--- config.mk ---
export PLATFORM = sky130hd
export DESIGN_NAME = seg7_scan_driver
export DESIGN_NICKNAME = d
export VERILOG_FILES = /design/src/rtl/seg7_scan_driver.sv
export SDC_FILE = /design/constraint.sdc
export NUM_CORES = 1
export LEC_CHECK = 0
export CAP_MARGIN = 20
export CELL_PAD_IN_SITES_DETAIL_PLACEMENT = 2
export CELL_PAD_IN_SITES_GLOBAL_PLACEMENT = 2
export CORE_ASPECT_RATIO = 0.75
export CORE_UTILIZATION = 37
export DETAILED_ROUTE_END_ITERATION = 12
export GPL_ROUTABILITY_DRIVEN = 1
export GPL_TIMING_DRIVEN = 0
export PLACE_DENSITY = 0.92
export SYNTH_ARGS = -nofsm -noshare
export SYNTH_HDL_FRONTEND = slang
export SYNTH_SLANG_ARGS = --single-unit
--- constraint.sdc ---
create_clock -name clk -period 4 [get_ports clk]
set_input_delay 0.6 -clock clk [delete_from_list [all_inputs] [get_ports clk]]
set_output_delay 0.6 -clock clk [all_outputs]
set_load 0.005 [all_outputs]
--- src/rtl/seg7_scan_driver.sv ---
// Multiplexed N-digit BCD seven-segment scan driver with registered seg/digit_en outputs.
// Optional leading-zero suppression is compiled in when SEG7_LZ_BLANK_EN is defined.
module seg7_scan_driver #(
   parameter int DIGITS      = 4,
   parameter int REFRESH_DIV = 1000,
   parameter bit ACTIVE_LOW  = 1'b0
) (
   input  logic                  clk,
   input  logic                  rst_n,
   input  logic                  load,
   input  logic [4*DIGITS-1:0]   bcd_in,
   output logic [6:0]            seg,
   output logic [DIGITS-1:0]     digit_en,
   output logic                  frame_done
);

   localparam int IDX_W = (DIGITS > 1) ? $clog2(DIGITS) : 1;
   localparam int PRE_W = (REFRESH_DIV > 1) ? $clog2(REFRESH_DIV) : 1;

   localparam logic [IDX_W-1:0]  IDX_LAST = IDX_W'(DIGITS - 1);
   localparam logic [PRE_W-1:0]  PRE_LAST = PRE_W'(REFRESH_DIV - 1);
   localparam logic [6:0]        SEG_OFF  = {7{ACTIVE_LOW}};
   localparam logic [DIGITS-1:0] EN_OFF   = {DIGITS{ACTIVE_LOW}};

   typedef enum logic {
      SCAN_WAIT = 1'b0,
      SCAN_RUN  = 1'b1
   } scan_state_t;

   logic [PRE_W-1:0]    prescaler;
   logic                tick;
   logic [IDX_W-1:0]    idx;
   logic [IDX_W-1:0]    idx_next;
   logic [4*DIGITS-1:0] shadow;
   logic [4*DIGITS-1:0] disp_word;
   logic [3:0]          digit_val;
   logic [DIGITS-1:0]   onehot;
   logic                blank;
   logic [6:0]          seg_next;
   scan_state_t         state;
   scan_state_t         state_next;
   logic                frame_pulse;

   function automatic logic [6:0] encode(input logic [3:0] d);
      case (d)
         4'd0:    encode = 7'b1111110;
         4'd1:    encode = 7'b0110000;
         4'd2:    encode = 7'b1101101;
         4'd3:    encode = 7'b1111001;
         4'd4:    encode = 7'b0110011;
         4'd5:    encode = 7'b1011011;
         4'd6:    encode = 7'b1011111;
         4'd7:    encode = 7'b1110000;
         4'd8:    encode = 7'b1111111;
         4'd9:    encode = 7'b1111011;
         default: encode = 7'b0000000;
      endcase
   endfunction

   // NOTE: sequential state is assigned with <= so every flop samples pre-edge values.
   always_ff @(posedge clk or negedge rst_n) begin
      if (!rst_n) begin
         prescaler <= '0;
      end else if (tick) begin
         prescaler <= '0;
      end else begin
         prescaler <= prescaler + PRE_W'(1);
      end
   end

   assign tick     = (prescaler == PRE_LAST);
   assign idx_next = (idx == IDX_LAST) ? '0 : idx + IDX_W'(1);

   // A load coinciding with a tick feeds bcd_in straight through, so no stale digit is shown.
   assign disp_word = load ? bcd_in : shadow;

   // NOTE: defaults are assigned first so no path leaves a signal unassigned (no latch).
   always_comb begin
      digit_val = disp_word[3:0];
      onehot    = '0;
      for (int k = 0; k < DIGITS; k++) begin
         if (idx_next == IDX_W'(k)) begin
            digit_val = disp_word[4*k +: 4];
            onehot[k] = 1'b1;
         end
      end
   end

`ifdef SEG7_LZ_BLANK_EN
   logic [DIGITS-1:0] lz_mask;

   // Walk down from the top digit; a digit is blanked while everything above it is zero.
   always_comb begin
      logic zero_run;
      zero_run = 1'b1;
      lz_mask  = '0;
      for (int k = DIGITS - 1; k >= 1; k--) begin
         zero_run   = zero_run & (disp_word[4*k +: 4] == 4'd0);
         lz_mask[k] = zero_run;
      end
   end

   assign blank = |(lz_mask & onehot);
`else
   assign blank = 1'b0;
`endif

   assign seg_next = blank ? 7'b0000000 : encode(digit_val);

   always_ff @(posedge clk or negedge rst_n) begin
      if (!rst_n) begin
         state <= SCAN_WAIT;
      end else begin
         state <= state_next;
      end
   end

   // The first tick after reset only arms frame reporting; later wraps pulse frame_done.
   always_comb begin
      state_next  = state;
      frame_pulse = 1'b0;
      case (state)
         SCAN_WAIT: begin
            if (tick) begin
               state_next = SCAN_RUN;
            end
         end
         SCAN_RUN: begin
            frame_pulse = tick && (idx == IDX_LAST);
         end
         default: begin
            state_next = SCAN_WAIT;
         end
      endcase
   end

   // NOTE: shadow is an ordinary register bank, so it takes the reset and reads as zeros.
   always_ff @(posedge clk or negedge rst_n) begin
      if (!rst_n) begin
         idx        <= IDX_LAST;
         shadow     <= '0;
         seg        <= SEG_OFF;
         digit_en   <= EN_OFF;
         frame_done <= 1'b0;
      end else begin
         frame_done <= frame_pulse;
         if (load) begin
            shadow <= bcd_in;
         end
         if (tick) begin
            idx      <= idx_next;
            seg      <= seg_next ^ SEG_OFF;
            digit_en <= onehot ^ EN_OFF;
         end
      end
   end

endmodule
==> flow_metrics.py, run 1 <==
metrics = {
    "worst_setup_path": {
        "startpoint": "idx[0]",
        "crit_type": "reg -> reg",
        "crit_fanout": 9,
        "cp.arrival_ns": 3.15,
        "worstReg2RegStart": "idx[0]",
        "startpoint_type": "flip-flop",
        "critical_path_required_ns": 4.20,
        "critPathCapture": "seg[1]",
        "cp-end-kind": "flip-flop",
        "r2r_slack_ns": 1.05,
        "r2r_end": "seg[1]",
        "reg2reg_depth": 11,
    },
    "routing": {
        "routedWlPerCell_um": 19.0,
        "firstDrtPassIters": 4,
        "drcViolationCount": 0,
        "antenna_left": 0,
        "viasPerCell": 5.02,
        "first_iter_violations": 72,
        "wl_mm": 5.70,
        "via_count": 1507,
    },
    "clock_tree": {
        "cts_resized": 0,
        "tritoncts": "yes",
        "hold_buffers": 0,
        "cts_buffer_depth": 2,
        "numCtsBuffers": 5,
        "cts_root_buffer": "clkbuf_8",
        "insertion_delay_ns": 0.30,
        "post_cts_buffers": 0,
        "clk_pin_slew_worst_paths_ns": 0.08,
        "clock_sinks": 41,
        "htree_levels": 2,
    },
    "die": {
        "dieArea_mm2": 0.00589,
        "rows": 23,
        "io_pins": 31,
        "initial_utilization_pct": 38.6,
        "die_x_um": 88.3,
        "core_area_mm2": 0.00535,
        "die-height_um": 66.7,
    },
    "global_routing": {
        "grt_pass1_wl_mm": 9.18,
        "grt_pass1_vias": 1701,
        "antenna_found_initial": 0,
        "grt_use_total_pct": 21.6,
        "grt_max_degree": 35,
        "overflow": 0,
    },
    "yosys": {
        "async_flop_share_pct": 100,
        "synth.area.mux_share_pct": 11.0,
        "ys_seq_elements": 41,
        "synth_top_family_by_area": "simple AND/OR/NAND/NOR gates",
        "synthesis.area_mm2": 0.00206,
        "synth_area_per_cell_um2": 11.0,
        "yosysTopAreaCellShare_pct": 47.3,
        "synth_compound_area_share_pct": 10.2,
        "synth_top_area_cell": "dfrtp_1",
        "yosysWarnings": 0,
        "synth-xor-area-share_pct": 3.39,
        "syn_inst": 187,
        "synth_seq_area_share_pct": 49.8,
        "ys_types": 45,
        "synthSimpleGateAreaFrac_pct": 13.2,
        "synthTopCellsByArea": "dfrtp_1 (47%), ha_1 (7.3%), mux2_2 (6.0%)",
        "synth_flop_cell": "dfrtp_1",
        "synth_nets": 218,
        "synth-edff-count": 0,
        "synthAdderAreaFrac_pct": 7.27,
    },
    "sta": {
        "max_freq_mhz": 339,
        "slew_viol_final": 0,
        "rsz0062_at_grt": "false",
        "setup_tns_ns": 0,
        "finalHoldViolCount": 0,
        "finalCritPeriodShare_pct": 73.7,
        "slew_headroom_pct": 53.1,
        "finalCriticalPeriod_ns": 2.95,
        "setup_violations": 0,
        "finClkSkew_ns": 0.0115,
        "worst_slew_pin_slew_ns": 0.696,
    },
    "layout": {
        "fin_nets": 255,
        "multiInputGateArea_um2": 932,
        "area_growth_pct": 25.2,
        "postLayoutCoreUtil_pct": 48.3,
        "seqCellArea_mm2": 0.00103,
        "fill_cells": 559,
        "final_area_mm2": 0.00258,
        "antenna_cells": 0,
        "drive_gt1_share_pct": 14.7,
    },
    "place": {
        "place.gp.congestion": 0.706,
        "placed_cell_area_mm2": 0.00246,
        "dp_hpwl_mm": 4.32,
        "portBuffers": 29,
    },
    "min_path": {
        "hp-class": "in -> async",
    },
    "power": {
        "vdd_drop_max_mv": 0.132,
        "p_leak_nw": 1.14,
        "power_density_mw_per_mm2": 350,
    },
    "flow_run": {
        "maxCapViolCount": 0,
    },
    "status": {
        "status": "completed",
    },
}
[registers in the layout, indices dropped and copies added, names as in the netlist]
| register | flops |
|---|---|
| seg | 7 |
| prescaler | 10 |
| state | 1 |
| frame_done | 1 |
| shadow | 16 |
| idx | 2 |
| digit_en | 4 |
[through the flow]
stage          power [mW]  worst slack (ns)  hold WS, ns  std cells
5_1_grt             0.947             0.640        0.140        300
6_report            0.905              1.05        0.146        300
2_1_floorplan       0.509              1.42        0.304        187
4_1_cts             0.918              1.02        0.145        300
3_5_place_dp        0.560             0.846        0.469        292
3_3_place_gp        0.550              1.01        0.443        291
[synth_stat cells, types with 2 or more instances]
| master | instances |
|---|---|
| and3_1 | 3 |
| buf_2 | 2 |
| nand2b_1 | 2 |
| o31a_1 | 2 |
| dfrtp_1 | 39 |
| and2_1 | 2 |
| a21oi_1 | 4 |
| mux2_2 | 11 |
| nand4_1 | 2 |
| clkbuf_1 | 4 |
| mux2_4 | 2 |
| inv_1 | 11 |
| dfstp_2 | 2 |
| nor2b_1 | 3 |
| nand3_1 | 3 |
| mux2i_1 | 6 |
| xor2_1 | 5 |
| o21ai_0 | 9 |
| ha_1 | 12 |
| a31oi_1 | 2 |
| nand2_1 | 19 |
| nor2_1 | 16 |
| o211ai_1 | 2 |
| xnor2_1 | 3 |
[metal layers]
metal	up-vias	share of wire [%]	global-route usage, %
met5	-	0	0
met4	0	0.54	4.23
met3	4	2.5	5.45
met2	26	54	40.0
met1	766	43	25.3
li1	711	-	-
[area by class of cell]
cell class / instances / area share [%]
Sequential cell: 41 / 39.8
Multi-Input combinational cell: 126 / 36.1
Timing Repair Buffer: 30 / 11.8
Tap cell: 75 / 3.63
Clock buffer: 6 / 3.20
Buffer: 8 / 2.18
Inverter: 12 / 1.84
Clock inverter: 2 / 1.45
[layout by cell type, fill, tap and decap left out, drive strengths merged, types with 2 or more instances in the layout]
cell	instances
dfrtp	39
clkdlybuf4s50	28
nand2	19
nor2	16
mux2	13
ha	12
inv	12
clkbuf	10
o21ai	9
mux2i	7
buf	6
xor2	5
a21oi	5
and3	3
nand3	3
xnor2	3
nor2b	3
o31a	2
and2	2
nand4	2
nand2b	2
o211ai	2
a31oi	2
dfstp	2
[worst min-delay path by stage]
stage / to / slack (ns) / cells after the start
after detailed placement: shadow[6] / 0.47 / 1
after floorplan: digit_en[0] / 0.30 / 0
after CTS: seg[3] / 0.15 / 1
after global routing: seg[3] / 0.14 / 1
final: shadow[6] / 0.15 / 1
after global placement: state / 0.44 / 1
[cell families after synthesis]
family                   Yosys count
AO/OA/AOI/OAI                     29
XOR/XNOR                           8
adder cells (fa/ha/maj)           12
buffers and inverters             20
flip-flops                        41
multiplexers                      20
AND/OR/NAND/NOR                   57
[worst max-delay path: stages (launching register included)]
cell     delay (ns)
dfstp_2        0.58
inv_1          0.10
ha_1           0.20
buf_2          0.19
mux2i_1        0.18
a21oi_1        0.15
o21ai_0        0.59
inv_1          0.15
ha_1           0.26
o21ai_0        0.18
a21oi_1        0.07
o31ai_1        0.20
[report_power, final]
| part | internal [mW] | total, mW | switching, mW |
|---|---|---|---|
| combinational | 0.0560 | 0.113 | 0.0571 |
| sequential | 0.432 | 0.438 | 0.00567 |
| clock | 0.203 | 0.354 | 0.151 |
(Power assumes the default switching activity.)
==> run 2: changes to the inputs <==
CORE_UTILIZATION = 35   (was 37)
PLACE_DENSITY = 0.88   (was 0.92)
clock period = 2.85 ns   (was 4 ns; I/O delays follow)
==> flow_metrics.py, run 2 (synthesis gave the netlist of run 1 again) <==
metrics = {
    "layout": {
        "most-common-layout-cells": "dfrtp_1 (39), clkdlybuf4s50_1 (28), nand2_1 (19), nor2_1 (16), ha_1 (12)",
        "antenna_cells": 0,
        "regMostFlops": "shadow",
        "fin_nets": 257,
        "fill_cells": 584,
        "final_area_mm2": 0.00261,
        "drive_gt1_share_pct": 15.9,
        "largest_reg_flops": 16,
        "layout_commonest_cell": "dfrtp_1",
        "largestRegisters": "shadow (16), prescaler (10), seg (7)",
        "seqCellArea_mm2": 0.00103,
        "area_growth_pct": 26.4,
        "multiInputGateArea_um2": 937,
    },
    "routing": {
        "drcViolationCount": 0,
        "viasPerCell": 5.15,
        "antenna_left": 0,
        "routedWlPerCell_um": 18.9,
        "via_count": 1555,
        "firstDrtPassIters": 4,
        "first_iter_violations": 32,
        "wl_mm": 5.71,
    },
    "place": {
        "place.gp.congestion": 0.750,
        "placed_cell_area_mm2": 0.00246,
        "dp_hpwl_mm": 3.96,
        "pre_cts_slack_ns": -0.0447,
        "portBuffers": 29,
    },
    "die": {
        "die_x_um": 90.7,
        "core_area_mm2": 0.00550,
        "io_pins": 31,
        "initial_utilization_pct": 37.6,
        "dieArea_mm2": 0.00621,
        "die-height_um": 68.5,
        "rows": 23,
    },
    "clock_tree": {
        "clock_sinks": 41,
        "clk_pin_slew_worst_paths_ns": 0.08,
        "cts_buffer_depth": 2,
        "htree_levels": 2,
        "tritoncts": "yes",
        "numCtsBuffers": 5,
        "insertion_delay_ns": 0.31,
        "cts_root_buffer": "clkbuf_8",
    },
    "min_path": {
        "hp-start": "load",
        "hp-class": "in -> reg",
    },
    "worst_setup_path": {
        "crit_type": "reg -> reg",
        "startpoint": "idx[0]",
        "crit_fanout": 8,
        "cp-end-kind": "flip-flop",
        "startpoint_type": "flip-flop",
        "worstReg2RegStart": "idx[0]",
        "cp.arrival_ns": 2.95,
        "critical_path_required_ns": 3.06,
    },
    "sta": {
        "setup_tns_ns": 0,
        "hold_slack_ns": 0.457,
        "finalCriticalPeriod_ns": 2.73,
        "finalCritPeriodShare_pct": 95.9,
        "slew_viol_final": 0,
        "max_freq_mhz": 366,
        "slew_headroom_pct": 58.7,
        "finalHoldViolCount": 0,
        "fin_ws_ns": 0.118,
        "worst_slew_pin_slew_ns": 0.614,
        "setup_violations": 0,
        "finClkSkew_ns": 0.00760,
        "rsz0062_at_grt": "false",
    },
    "power": {
        "vdd_drop_max_mv": 0.144,
        "p_leak_nw": 1.15,
        "power_density_mw_per_mm2": 494,
    },
    "global_routing": {
        "grt_pass1_wl_mm": 9.20,
        "grt_max_degree": 35,
        "overflow": 0,
        "antenna_found_initial": 0,
        "grt_use_total_pct": 20.0,
        "grt_pass1_vias": 1800,
    },
    "status": {
        "status": "completed",
    },
    "flow_run": {
        "maxCapViolCount": 0,
    },
}
[run 2: cell count changes in the layout (fill, tap and decap cells not counted)]
cell,previous run,this run
a2111oi_0,1,0
o21ai_2,0,1
dlygate4sd3_1,0,1
a2111oi_1,0,1
clkbuf_1,4,3
o21ai_0,9,8
buf_4,0,2
[run 2: report_power, final]
group	switching, mW	leakage (nW)	total (mW)	internal, mW
logic	0.0853	0.610	0.169	0.0834
registers	0.00888	0.485	0.615	0.606
clock network	0.222	0.0574	0.506	0.285
total	0.316	1.15	1.29	0.975
[run 2: repair_timing]
action                     4_1_cts  5_1_grt
setup endpoints to repair        3        6
hold endpoints to repair         7        0
hold buffers                     1        0
gates resized for setup          1        2
buffers inserted                 0        2
pin swaps                        0        1
[run 2: final timing paths]
kind | to | slack (ns) | cells after the start
worst max-delay path | seg[1] | 0.12 | 9
max in group asynchronous | idx[1] | 1.84 | 3
worst min register to register | prescaler[0] | 0.47 | 1
min in group asynchronous | shadow[6] | 0.49 | 2
worst max register to register | seg[1] | 0.12 | 9
worst min-delay path | shadow[5] | 0.46 | 2
[run 2: layout make-up]
class | instances | area share (%)
repair buffers | 33 | 12.7
clock buffers | 6 | 3.16
multi-input cells | 126 | 35.9
clock inverters | 2 | 1.44
flip-flops and latches | 41 | 39.4
plain buffers | 7 | 2.01
inverters | 12 | 1.82
well taps | 75 | 3.60
[run 2: stage by stage]
step                total power, mW  utilization (%)  cells
floorplan                     0.715                -    187
global placement              0.773             44.5    291
detailed placement            0.785             44.8    292
CTS                            1.30             47.2    301
global route                   1.34             47.5    302
finish                         1.29             47.5    302
[run 2: metal layers]
layer  track usage, %  share of wire, %  vias up
met5                0                 0        -
met4             8.06               2.0        0
met3             4.50               2.2        9
met2             38.9                52       21
met1             21.7                44      808
li1                 -                 -      717
[run 2: critical path, cell delays in order, from the launching register on]
cell and delay [ns]:
dfstp_2 0.60, ha_1 0.40, inv_1 0.19, or2_1 0.33, a32oi_4 0.32, inv_4 0.09, ha_1 0.21, o21ai_0 0.21
a21oi_1 0.08, o31ai_1 0.21
